File: src/rtl/uart_tx_arbiter.sv
// uart_tx_arbiter: shares one uart_tx serializer between NUM_CLIENTS byte-stream
// requesters. Round-robin arbitration with packet locking: the winner keeps the
// grant until its i_Last byte has fully left the line. Each byte is handed to the
// serializer with a one-cycle start pulse, the serializer is then expected to go
// busy (the pulse is re-issued after ACK_TIMEOUT idle cycles), and the block waits
// for it to return to idle before loading the next byte.
module uart_tx_arbiter #(
    parameter int NUM_CLIENTS = 4,
    parameter int ACK_TIMEOUT = 8
) (
    input  logic                     i_Clock,
    input  logic                     i_Reset,
    input  logic [NUM_CLIENTS-1:0]   i_Valid,
    input  logic [8*NUM_CLIENTS-1:0] i_Data,
    input  logic [NUM_CLIENTS-1:0]   i_Last,
    output logic [NUM_CLIENTS-1:0]   o_Ready,
    output logic [NUM_CLIENTS-1:0]   o_Grant,
    input  logic                     i_TxIdle,
    output logic                     o_TxStart,
    output logic [7:0]               o_TxData,
    output logic                     o_Busy,
    output logic                     o_Timeout
);

    localparam int IDX_W = (NUM_CLIENTS > 1) ? $clog2(NUM_CLIENTS) : 1;
    localparam int CNT_W = (ACK_TIMEOUT > 2) ? $clog2(ACK_TIMEOUT) : 1;
    localparam logic [CNT_W-1:0] ACK_LAST = CNT_W'(ACK_TIMEOUT - 1);
    localparam logic [IDX_W-1:0] LAST_IDX = IDX_W'(NUM_CLIENTS - 1);

    typedef enum logic [1:0] {
        S_IDLE = 2'd0,
        S_LOAD = 2'd1,
        S_ACK  = 2'd2,
        S_SEND = 2'd3
    } state_t;

    state_t                 state;
    state_t                 state_next;
    logic [IDX_W-1:0]       owner;
    logic [IDX_W-1:0]       owner_next;
    logic [IDX_W-1:0]       rr_ptr;
    logic [IDX_W-1:0]       rr_ptr_next;
    logic [CNT_W-1:0]       ack_cnt;
    logic [CNT_W-1:0]       ack_cnt_next;
    logic                   last_q;
    logic                   last_next;
    logic [NUM_CLIENTS-1:0] ready_next;
    logic [NUM_CLIENTS-1:0] grant_next;
    logic                   start_next;
    logic [7:0]             data_next;
    logic                   busy_next;
    logic                   timeout_next;

    logic                   owner_valid;
    logic                   owner_last;
    logic [7:0]             owner_data;

    // First requester found scanning ptr, ptr+1, ... wrapping at NUM_CLIENTS.
    function automatic logic [IDX_W-1:0] rr_pick(input logic [NUM_CLIENTS-1:0] req,
                                                 input logic [IDX_W-1:0]       ptr);
        logic found;
        int   pos;
        rr_pick = ptr;
        found   = 1'b0;
        for (int i = 0; i < NUM_CLIENTS; i++) begin
            pos = int'(ptr) + i;
            if (pos >= NUM_CLIENTS) begin
                pos = pos - NUM_CLIENTS;
            end
            for (int k = 0; k < NUM_CLIENTS; k++) begin
                if (!found && (k == pos) && req[k]) begin
                    found   = 1'b1;
                    rr_pick = IDX_W'(k);
                end
            end
        end
    endfunction

    // Index to one-hot client vector.
    function automatic logic [NUM_CLIENTS-1:0] to_onehot(input logic [IDX_W-1:0] idx);
        to_onehot = '0;
        for (int k = 0; k < NUM_CLIENTS; k++) begin
            if (IDX_W'(k) == idx) begin
                to_onehot[k] = 1'b1;
            end
        end
    endfunction

    // Successor index modulo NUM_CLIENTS (handles non-power-of-two counts).
    function automatic logic [IDX_W-1:0] next_index(input logic [IDX_W-1:0] idx);
        if (idx == LAST_IDX) begin
            next_index = '0;
        end else begin
            next_index = idx + IDX_W'(1);
        end
    endfunction

    // Select the current owner's byte, valid and last flag.
    always_comb begin
        owner_valid = 1'b0;
        owner_last  = 1'b0;
        owner_data  = '0;
        for (int k = 0; k < NUM_CLIENTS; k++) begin
            if (IDX_W'(k) == owner) begin
                owner_valid = i_Valid[k];
                owner_last  = i_Last[k];
                owner_data  = i_Data[8*k +: 8];
            end
        end
    end

    // Next-state and next-output logic; every output is registered below.
    always_comb begin
        state_next   = state;
        owner_next   = owner;
        rr_ptr_next  = rr_ptr;
        ack_cnt_next = ack_cnt;
        last_next    = last_q;
        grant_next   = o_Grant;
        ready_next   = '0;
        start_next   = 1'b0;
        data_next    = o_TxData;
        timeout_next = 1'b0;

        case (state)
            S_IDLE: begin
                if (|i_Valid) begin
                    owner_next = rr_pick(i_Valid, rr_ptr);
                    grant_next = to_onehot(owner_next);
                    state_next = S_LOAD;
                end
            end
            S_LOAD: begin
                // A dropped i_Valid keeps the grant; other clients keep waiting.
                if (i_TxIdle && owner_valid) begin
                    start_next   = 1'b1;
                    data_next    = owner_data;
                    ready_next   = to_onehot(owner);
                    last_next    = owner_last;
                    ack_cnt_next = '0;
                    state_next   = S_ACK;
                end
            end
            S_ACK: begin
                if (!i_TxIdle) begin
                    state_next = S_SEND;
                end else if (ack_cnt == ACK_LAST) begin
                    // Serializer missed the pulse: re-issue it with the held byte.
                    timeout_next = 1'b1;
                    start_next   = 1'b1;
                    ack_cnt_next = '0;
                end else begin
                    ack_cnt_next = ack_cnt + CNT_W'(1);
                end
            end
            S_SEND: begin
                if (i_TxIdle) begin
                    if (last_q) begin
                        rr_ptr_next = next_index(owner);
                        grant_next  = '0;
                        state_next  = S_IDLE;
                    end else begin
                        state_next = S_LOAD;
                    end
                end
            end
            default: begin
                state_next = S_IDLE;
            end
        endcase

        busy_next = (state_next != S_IDLE);
    end

    // State, bookkeeping and output registers with synchronous reset.
    always_ff @(posedge i_Clock) begin
        if (i_Reset) begin
            state     <= S_IDLE;
            owner     <= '0;
            rr_ptr    <= '0;
            ack_cnt   <= '0;
            last_q    <= 1'b0;
            o_Ready   <= '0;
            o_Grant   <= '0;
            o_TxStart <= 1'b0;
            o_TxData  <= '0;
            o_Busy    <= 1'b0;
            o_Timeout <= 1'b0;
        end else begin
            state     <= state_next;
            owner     <= owner_next;
            rr_ptr    <= rr_ptr_next;
            ack_cnt   <= ack_cnt_next;
            last_q    <= last_next;
            o_Ready   <= ready_next;
            o_Grant   <= grant_next;
            o_TxStart <= start_next;
            o_TxData  <= data_next;
            o_Busy    <= busy_next;
            o_Timeout <= timeout_next;
        end
    end

endmodule

File: config.mk
export PLATFORM = sky130hd
export DESIGN_NAME = uart_tx_arbiter
export DESIGN_NICKNAME = d
export VERILOG_FILES = /design/src/rtl/uart_tx_arbiter.sv
export SDC_FILE = /design/constraint.sdc
export NUM_CORES = 1
export LEC_CHECK = 0
export CAP_MARGIN = 20
export CORE_ASPECT_RATIO = 1.25
export CORE_MARGIN = 8
export CORE_UTILIZATION = 46
export CTS_CLUSTER_DIAMETER = 40
export DETAILED_ROUTE_END_ITERATION = 16
export PLACE_DENSITY = 0.81
export SLEW_MARGIN = 20
export SYNTH_ARGS = -nofsm -noshare
export SYNTH_HDL_FRONTEND = slang
export SYNTH_SLANG_ARGS = --single-unit
File: constraint.sdc
create_clock -name i_Clock -period 2.3 [get_ports i_Clock]
set_input_delay 0.23 -clock i_Clock [delete_from_list [all_inputs] [get_ports i_Clock]]
set_output_delay 0.23 -clock i_Clock [all_outputs]
set_load 0.1 [all_outputs]
## After elaboration in Yosys (flattened, before gate mapping)

Index checks and enable logic that the tools add are counted.

| storage, ports and cells | value |
|---|---|
| flip-flop bits (word level) | 29 |
| output and inout port bits | 19 |
| logic and storage cells | 234 |

| cells by class | value |
|---|---|
| add/sub/neg operators | 9 |
| $lt $le $gt $ge | 4 |
| equal/unequal tests | 28 |
| mux-type cells | 114 |
| bitwise operators | 3 |
| reductions and logical operators | 65 |

Operators with widths:

| operator | number |
|---|---|
| $mux W32 | 12 |
| $eq A3 B32 Y1 const A | 8 |
| $eq A2 B32 Y1 const A | 4 |
| $logic_not A32 Y1 | 4 |
| $mux W1 | 65 |
| $mux W2 | 23 |
| $logic_and A1 B1 Y1 | 32 |
| $mux W8 | 4 |
| $logic_not A1 Y1 | 15 |
| $mux W4 | 3 |
| $sub A3 B3 Y4 const B | 3 |
| $ne A2 B2 Y1 const B | 5 |
| $ge A3 B3 Y1 const B | 3 |
| $mux W3 | 3 |
| $eq A2 B2 Y1 const A | 4 |
| $pmux W2 S4 | 1 |
| $pmux W4 S2 | 1 |
| $add A2 B2 Y3 const B | 2 |
| $eq A2 B2 Y1 const B | 3 |
| $logic_not A2 Y1 | 3 |
| $pmux W3 S2 | 1 |
| $reduce_and A3 Y1 | 2 |
| $reduce_bool A2 Y1 | 3 |
| $eq A1 B2 Y1 const A | 2 |
| other kinds (14) | 17 |

## Logic depth before layout (Yosys ltp)

Gate-level depths: netlist of run 1.

| logic depth | value |
|---|---|
| depth after elaboration | 103 |
| mapped depth | 8 |
| mapped depth without buffers | 6 |

## Worst setup path before layout of run 1

Ideal clock, no wire load.

| timing path | value |
|---|---|
| kind | reg-to-reg |
| start point | register owner[0] |
| end point | register ack_cnt[2] |
| setup time | 122 ps |
| data arrival time | 1729 ps |
| required time | 2178 ps |
| path slack | 449 ps |
| stages on the path, launching flop included | 8 |
| clock period less this slack | 1851 ps |
| cell sequence | dfxtp_1 -> inv_1 -> ha_1 -> a21o_1 -> or3_1 -> buf_2 -> and4_4 -> a311o_1 |

| between the ends | value |
|---|---|
| cells in the longest elaborated chain, start to end | 8 |
| elaborated cells between the ends (all ways) | 11 |
| classes of those cells | eq/ne: 4; mux: 4; reduce/logical: 3 |

RTL lines:

| what | RTL line | RTL |
|---|---|---|
| start: declaration | 39 | `logic [IDX_W-1:0] owner;` |
| start signal: assignment | 191 | `owner <= owner_next;` |
| $logic_not A2 Y1 | 104 | `if (IDX_W'(k) == owner) begin` |
| $mux W1 (3 in a row) | 104 |  |
| $mux W1 (*) | 104 |  |
| $logic_and A1 B1 Y1 (*) | 135 | `if (i_TxIdle && owner_valid) begin` |
| $ne A2 B2 Y1 (no line) (*) | -- |  |
| $reduce_and A3 Y1 (no line) (*) | -- |  |
| end signal: assignment | 193 | `ack_cnt <= ack_cnt_next;` |
| end: declaration | 43 | `logic [CNT_W-1:0] ack_cnt;` |

Every way passes the cells marked *; elsewhere a longest branch is shown, timed or not.
A chain may end at the register's enable or synchronous reset.

## Final worst setup path of run 1

Ends and elaborated chain as after synthesis.

==> impl_metrics.csv, run 1 <==
group,metric,value,unit
clock_network,clock-sinks,29,
critical_path,reg2reg_from,"owner[0]",
timing,max_freq,490.5,MHz
detailed_routing,drt_first_pass_iters,4,
clock_network,cts_hold_buf,0,
power,powerDensity,911.0,nW/um^2
floorplan,die_w,72.67,microns
final_layout,finish.utilization,0.6787,
synthesis,synth.top_cell.area_share,0.3144,
final_layout,areaGrowthSynthToFinish,40.24,%
detailed_routing,wl_per_cell,16.16,microns
synthesis,ys_seq_area_frac,0.3144,
final_layout,layout.nets,333,
timing,maxSlewViolCount,0,
floorplan,core_area,3816,sq um
critical_path,worstPathRequired,2470,ps
critical_path,start_kind,"flop",
power,peakVddDrop,601.7,uV
critical_path,end_kind,"flop",
synthesis,syn_inst,214,
floorplan,die_h,86.84,microns
synthesis,netlist_area,1847,sq um
clock_network,worstSkewPairLatency,280,ps
global_routing,first_global_vias,1851,
floorplan,start_util,0.4839,
clock_network,tritoncts,"done",
detailed_routing,vias,1894,
final_layout,mostFrequentLayoutCells,"clkdlybuf4s50_1, buf_4, dfxtp_1, a21oi_1, inv_1",
worst_hold_path,worst_hold_path_type,"reg2reg",
power,power,2.360,mW
detailed_routing,first_iter_violations,43,
synthesis,synth_area_leader_cell,"dfxtp_1",
placed_design,place_area,2504,sq um
critical_path,reg2reg_depth,6,
timing,fin_crit_sh,0.8863,
critical_path,r2r_slack,260,ps
clock_network,cts_buffer_depth,2,
floorplan,ios,62,
placed_design,io_buffers,61,
timing,rsz0062_at_grt,"no",
global_routing,grt_pass1_wl,8.783,mm
synthesis,syn-num-nets,268,
detailed_routing,drtAntennaViolNets,0,
critical_path,crit_arrival,2200,ps
timing,final-setup-viol-count,0,
clock_network,cts_setup_buffers,0,
placed_design,dp_hpwl,4.332,mm
timing,holdWs,472.5,ps
clock_network,clkTransAtPathRegs,60,ps
timing,hold_viol,0,
placed_design,routabilityCongestion,0.8721,
synthesis,ys_seq_elements,29,
critical_path,cp_max_fo,10,
timing,final.setup.tns,0,ps
detailed_routing,routed_wl,5.382,mm
synthesis,netlist-cell-type-count,42,
synthesis,syn_area_per_cell,8.630,sq um
synthesis,synth_warnings,0,
final_layout,final_area,2590,sq um
critical_path,reg2reg_to,"ack_cnt[2]",
power,p_leak,1.044,nW
global_routing,antenna_found_initial,0,
global_routing,grt_usage,0.1717,
clock_network,cts_buffers,5,
clock_network,cts_resized,0,
detailed_routing,drc,0,
flow_run,maxCapViolCount,0,
global_routing,grt_max_degree,15,
final_layout,drive_gt1_frac,0.1935,
timing,worst_clock_skew,4.440,ps
critical_path,crit_end,"ack_cnt[2]",
synthesis,synth.area.top_cells,"dfxtp_1, ha_1, a21oi_1, a211oi_2, a221o_1",
final_layout,layout_commonest_cell,"clkdlybuf4s50_1",
final_layout,antenna-diode-count,0,
global_routing,overflow,0,
critical_path,crit_type,"reg2reg",
detailed_routing,vias_per_cell,5.688,
critical_path,crit_start,"owner[0]",
clock_network,cts-root-buf,"clkbuf_8",
timing,slew_headroom,0.7338,
run_status,status,"complete, no violations",
clock_network,htree_num_levels,2,
timing,worst_slew_pin_slew,396.3,ps
timing,min_period,2039,ps
floorplan,row_count,25,
floorplan,die_area,6311,sq um
[synthesized netlist by cell type (all sizes together)]
cell and number:
nor3 6, or3 1, o211a 1, and2 1
nand3b 1, o22ai 1, dfxtp 29, o21a 6
and4 1, inv 15, a32o 4, o2111ai 1
and3b 1, clkbuf 9, or4b 1, a31oi 2
a21o 2, nor2b 9, nand4b 1, a21oi 26
nor4 1, mux2i 3, a311o 1, a211oi 10
a221o 10, nor2 6, nand3 3, o311ai 1
a31o 2, a22oi 9, nand2 11, o211ai 1
o221ai 3, nor3b 3, buf 8, nand2b 4
o21ai 8, or4bb 1, ha 11
[per-stage QoR]
stage                     setup slack (ps)  instances
final                                261.4        333
after global routing                 143.6        333
after CTS                            264.6        333
after detailed placement             278.3        326
after global placement               318.8        326
after floorplan                      449.3        214
[how the worst min path moves through the flow]
| stage | cells past startpoint | slack, ps | from | endpoint |
|---|---|---|---|---|
| floorplan | 2 | 420 | i_Reset | ack_cnt[0] |
| global placement | 1 | 460 | o_Grant[3] | o_Grant[3] |
| detailed placement | 1 | 460 | o_Grant[1] | o_Grant[1] |
| CTS | 1 | 480 | o_Grant[1] | o_Grant[1] |
| global route | 1 | 490 | o_Grant[1] | o_Grant[1] |
| finish | 1 | 470 | o_Grant[1] | o_Grant[1] |
[cells by family (layout without fill, tap and decap cells)]
family	count (synthesis)	in the layout	share of synthesized area
buffers and inverters	32	97	0.07317
adders and majority gates	11	11	0.07452
AOI/OAI and AO/OA	88	88	0.3604
muxes	3	3	0.01626
and+or+nand+nor	51	51	0.1612
DFF	29	29	0.3144
[final cells by class]
| type | instances | area (sq um) |
|---|---|---|
| timing repair buffer | 75 | 668.1 |
| sequential | 29 | 580.6 |
| tap | 54 | 67.56 |
| clock buffer | 7 | 86.33 |
| multi-input combinational | 153 | 1131 |
| fill | 326 | 1226 |
| inverter | 15 | 56.30 |
[sequential cells by signal, indices dropped and copies added, names as in the netlist]
signal,flops
o_Busy,1
o_TxStart,1
ack_cnt,3
o_TxData,8
o_Ready,4
o_Timeout,1
state,2
last_q,1
owner,2
o_Grant,4
rr_ptr,2
[metal layers]
layer / part of all wire / GRT usage
met1: 0.42 / 0.1937
met3: 0.079 / 0.04965
met4: 0.0091 / 0.04927
met2: 0.49 / 0.3010
met5: 0 / 0
[where the power goes]
group,switching [mW],internal (mW)
combinational,0.847,0.448
sequential,0.0641,0.582
clock,0.181,0.237
[critical path, stage by stage (launching register included)]
cell     delay, ps
dfxtp_1        400
inv_1           90
ha_1           220
and3b_1        180
or3_1          500
and4_4         230
a311o_1        310
Power figures use the tool's default switching activity.
==> run 2: changes to the inputs <==
--- a/config.mk
+++ b/config.mk
@@ -7,7 +7,7 @@
 export LEC_CHECK = 0
 export CAP_MARGIN = 20
 export CORE_ASPECT_RATIO = 1.25
-export CORE_MARGIN = 8
+export CORE_MARGIN = 5
 export CORE_UTILIZATION = 46
 export CTS_CLUSTER_DIAMETER = 40
 export DETAILED_ROUTE_END_ITERATION = 16
==> run 2 against run 1 <==
Net effect: sequential power about the same; highest routed layer unchanged; first-iteration DRC count increased by 33%; sequential cell count unchanged; critical path depth increased by 1; register-to-register slack about the same; routed wire length decreased by 2.0%; via count decreased by 0.95%; setup slack improved by 13 ps; global-route usage increased by 3.4 points; die area decreased by 15%.
==> impl_metrics.csv, run 2 (same netlist as run 1, synthesis figures left out) <==
group,metric,value,unit
detailed_routing,wl_per_cell,15.84,microns
detailed_routing,routed_wl,5.276,mm
clock_network,htree_num_levels,2,
floorplan,start_util,0.4800,
timing,min_period,2025,ps
detailed_routing,vias,1876,
critical_path,cpPeakStageDelay,420,ps
critical_path,crit_arrival,2220,ps
timing,max_freq,493.7,MHz
final_layout,drive_gt1_frac,0.1935,
clock_network,cts_resized,0,
placed_design,io_buffers,61,
clock_network,tritoncts,"done",
power,power,2.367,mW
final_layout,mostFrequentLayoutCells,"clkdlybuf4s50_1, buf_4, dfxtp_1, a21oi_1, inv_1",
final_layout,layout.nets,333,
run_status,status,"complete, no violations",
critical_path,crit_type,"reg2reg",
detailed_routing,wirelength_met1,2.125,mm
power,p_leak,1.044,nW
power,peakVddDrop,732.0,uV
clock_network,worstSkewPairLatency,280,ps
critical_path,path_delay_family,"simple AND/OR/NAND/NOR gates",
critical_path,path_buf_inv,2,
floorplan,die_h,80.84,microns
clock_network,cts_buffer_depth,2,
global_routing,grt_max_degree,17,
placed_design,dp_hpwl,4.052,mm
timing,fin_crit_sh,0.8806,
global_routing,grt_pass1_wl,8.631,mm
clock_network,clock-sinks,29,
clock_network,clkTransAtPathRegs,60,ps
clock_network,cts_hold_buf,0,
detailed_routing,top_layer,"met4",
flow_run,maxCapViolCount,0,
floorplan,row_count,25,
final_layout,top_register,"o_TxData",
final_layout,layout_commonest_cell,"clkdlybuf4s50_1",
floorplan,die_area,5390,sq um
global_routing,first_global_vias,1828,
critical_path,cp_max_fo,12,
final_layout,fillCellCount,327,
floorplan,die_w,66.67,microns
timing,holdWs,473.2,ps
detailed_routing,drt_first_pass_iters,4,
floorplan,core_area,3847,sq um
timing,hold_viol,0,
final_layout,largest_reg_flops,8,
detailed_routing,wl_met2,2.568,mm
timing,slew_headroom,0.6812,
clock_network,cts_buffers,5,
critical_path,worstPathRequired,2500,ps
timing,maxSlewViolCount,0,
detailed_routing,drc,0,
power,powerDensity,913.8,nW/um^2
clock_network,cts-root-buf,"clkbuf_8",
placed_design,routabilityCongestion,0.8691,
timing,final-setup-viol-count,0,
clock_network,cts_setup_buffers,0,
global_routing,antenna_found_initial,0,
timing,worst_slew_pin_slew,474.5,ps
critical_path,start_kind,"flop",
detailed_routing,vias_per_cell,5.634,
timing,worst_clock_skew,2.910,ps
timing,rsz0062_at_grt,"no",
critical_path,crit_slowest_cell,"or3_1",
final_layout,reg.largest.list,"o_TxData x8, o_Grant x4, o_Ready x4",
final_layout,antenna-diode-count,0,
global_routing,grt_usage,0.2059,
final_layout,areaGrowthSynthToFinish,40.24,%
global_routing,overflow,0,
detailed_routing,first_iter_violations,57,
floorplan,ios,62,
critical_path,crit_chain,"inv_1 -> ha_1 -> and3b_1 -> or3_1 -> buf_4 -> and2_4 -> a211oi_2",
detailed_routing,drtAntennaViolNets,0,
worst_hold_path,worst_hold_path_type,"reg2reg",
detailed_routing,met3_length,491,microns
critical_path,end_kind,"flop",
timing,final.setup.tns,0,ps
[run 2: cell counts in the layout (fill, tap and decap cells not counted)]
No cell type changed its count.
[run 2: layout make-up]
class                      count  area [sq um]  area share
clock buffer                   7         86.33     0.03333
inverter                      15         56.30     0.02174
multi-input combinational    153          1131      0.4367
sequential                    29         580.6      0.2242
tap                           54         67.56     0.02609
timing repair buffer          75         668.1      0.2580
[run 2: per-layer routing]
metal,track usage,vias up
li1,-,939
met1,0.2190,861
met2,0.3720,67
met3,0.06501,9
met4,0.08130,0
met5,0,-
[run 2: where the power goes]
part	switching [mW]	internal, mW	leakage [nW]	total (mW)
sequential	0.0606	0.582	0.236	0.643
clock	0.183	0.237	0.0443	0.420
combinational	0.855	0.449	0.764	1.30
total	1.10	1.27	1.04	2.37
[run 2: worst paths after layout]
check,from,end,slack [ps],depth (start not counted)
worst max-delay path,owner[0],o_TxData[6],270,7
worst min-delay path,o_Grant[1],o_Grant[1],470,1
worst max register to register,owner[0],o_TxData[6],270,7
worst min register to register,o_Grant[1],o_Grant[1],470,1
[run 2: stage by stage]
stage | util | cells | worst slack, ps | instance area, sq um
3_3_place_gp | 0.6507 | 326 | 387.3 | 2504
2_1_floorplan | - | 214 | 449.3 | 1847
6_report | 0.6732 | 333 | 274.6 | 2590
5_1_grt | 0.6732 | 333 | 179.7 | 2590
3_5_place_dp | 0.6507 | 326 | 299.6 | 2504
4_1_cts | 0.6732 | 333 | 280.4 | 2590
==> run 3: changes to the inputs <==
--- a/config.mk
+++ b/config.mk
@@ -6,7 +6,6 @@
 export NUM_CORES = 1
 export LEC_CHECK = 0
 export CAP_MARGIN = 20
-export CORE_ASPECT_RATIO = 1.25
 export CORE_MARGIN = 5
 export CORE_UTILIZATION = 46
 export CTS_CLUSTER_DIAMETER = 40
==> run 3 against run 2 <==
Net effect: sequential power about the same; via count up 1.3%; setup slack better by 8.0 ps; die area decreased by 0.15%; non-clock buffer count decreased by 3; largest cell class unchanged.
==> impl_metrics.csv, run 3 (same netlist as run 1, synthesis figures left out) <==
group,metric,value,unit
placed_design,io_buffers,61,
power,p_leak,1.040,nW
floorplan,start_util,0.4684,
clock_network,cts_setup_buffers,0,
floorplan,die_h,73.36,microns
clock_network,cts_resized,0,
clock_network,tritoncts,"done",
global_routing,first_global_vias,1849,
detailed_routing,drc,0,
run_status,status,"complete, no violations",
floorplan,ios,62,
clock_network,htree_num_levels,2,
final_layout,fillCellCount,331,
floorplan,row_count,23,
detailed_routing,drt_first_pass_iters,4,
clock_network,worstSkewPairLatency,280,ps
timing,final.setup.tns,0,ps
global_routing,grt_max_degree,15,
flow_run,maxCapViolCount,0,
final_layout,largest_reg_flops,8,
timing,min_period,2017,ps
timing,final-setup-viol-count,0,
final_layout,finish.utilization,0.6538,
global_routing,grt_pass1_wl,8.307,mm
final_layout,areaGrowthSynthToFinish,39.57,%
power,power,2.394,mW
global_routing,grt_usage,0.1974,
timing,maxSlewViolCount,0,
final_layout,reg.largest.list,"o_TxData x8, o_Grant x4, o_Ready x4",
final_layout,mostFrequentLayoutCells,"clkdlybuf4s50_1, buf_4, dfxtp_1, a21oi_1, inv_1",
detailed_routing,vias_per_cell,5.810,
clock_network,cts_buffer_depth,2,
timing,hold_viol,0,
final_layout,layout.nets,330,
global_routing,antenna_found_initial,0,
critical_path,cp_max_fo,14,
timing,worst_slew_pin_slew,444.7,ps
floorplan,die_area,5382,sq um
timing,fin_crit_sh,0.8771,
clock_network,cts_buffers,5,
placed_design,place_area,2476,sq um
placed_design,dp_hpwl,4.132,mm
critical_path,crit_type,"reg2reg",
timing,worst_clock_skew,3.737,ps
placed_design,routabilityCongestion,0.8261,
timing,slew_headroom,0.7012,
clock_network,clkTransAtPathRegs,60,ps
detailed_routing,wl_per_cell,16.02,microns
final_layout,top_register,"o_TxData",
timing,rsz0062_at_grt,"no",
power,peakVddDrop,674.1,uV
floorplan,die_w,73.36,microns
critical_path,start_kind,"flop",
critical_path,worstPathRequired,2500,ps
global_routing,overflow,0,
critical_path,end_kind,"flop",
critical_path,crit_slowest_cell,"dfxtp_1",
critical_path,crit_top_cell,"inv_1",
clock_network,clock-sinks,29,
power,powerDensity,928.6,nW/um^2
worst_hold_path,worst_hold_path_type,"reg2reg",
timing,max_freq,495.7,MHz
final_layout,drive_gt1_frac,0.1913,
final_layout,antenna-diode-count,0,
clock_network,cts-root-buf,"clkbuf_8",
floorplan,core_area,3943,sq um
critical_path,cpPeakStageDelay,400,ps
detailed_routing,routed_wl,5.239,mm
critical_path,crit_arrival,2220,ps
clock_network,cts_hold_buf,0,
detailed_routing,first_iter_violations,82,
critical_path,crit_chain,"inv_1 -> ha_1 -> buf_4 -> inv_1 -> o221ai_1 -> a31oi_1 -> mux2i_1",
detailed_routing,vias,1900,
final_layout,layout_commonest_cell,"clkdlybuf4s50_1",
detailed_routing,drtAntennaViolNets,0,
final_layout,final_area,2577,sq um
run 3: stage by stage:
| stage | hold slack (ps) | cells | setup slack, ps |
|---|---|---|---|
| after floorplan | 421.9 | 214 | 449.3 |
| after global placement | 458.1 | 319 | 324.4 |
| after detailed placement | 465.5 | 319 | 289.7 |
| after CTS | 481.8 | 327 | 275.3 |
| after global routing | 499.5 | 327 | 177.1 |
| final | 478.2 | 327 | 282.6 |
run 3: layer usage:
| layer | GRT usage | wire, microns | vias to the layer above |
|---|---|---|---|
| met5 | 0 | 0 | - |
| met4 | 0.06439 | 74 | 0 |
| met3 | 0.06293 | 521 | 8 |
| met2 | 0.3327 | 2336 | 79 |
| met1 | 0.2371 | 2306 | 888 |
| li1 | - | - | 925 |
run 3: path summary, 6_finish.rpt:
path,start,end,slack [ps],depth (start not counted)
max,owner[0],ack_cnt[0],280,7
min,o_Grant[0],o_Grant[0],480,1
max reg2reg,owner[0],ack_cnt[0],280,7
min reg2reg,o_Grant[0],o_Grant[0],480,1
run 3: cell type report:
class	instances	area, sq um	area share
multi-input combinational	153	1131	0.4388
inverter	15	56.30	0.02184
clock buffer	7	96.34	0.03738
timing repair buffer	72	645.6	0.2505
clock inverter	1	5.005	0.001942
sequential	29	580.6	0.2252
tap	50	62.56	0.02427
run 3: where the power goes:
| part | internal [mW] | leakage (nW) | total [mW] | switching (mW) |
|---|---|---|---|---|
| clock network | 0.270 | 0.0542 | 0.458 | 0.188 |
| logic | 0.443 | 0.750 | 1.30 | 0.852 |
| registers | 0.582 | 0.236 | 0.640 | 0.0583 |
| total | 1.29 | 1.04 | 2.39 | 1.10 |
run 3: critical path, delay by kind of cell, from the launching register on:
family	cells	cell delay, ps
flops	1	400
fa+ha+maj	1	230
mux	1	270
buf+inv	3	490
compound gates	2	550
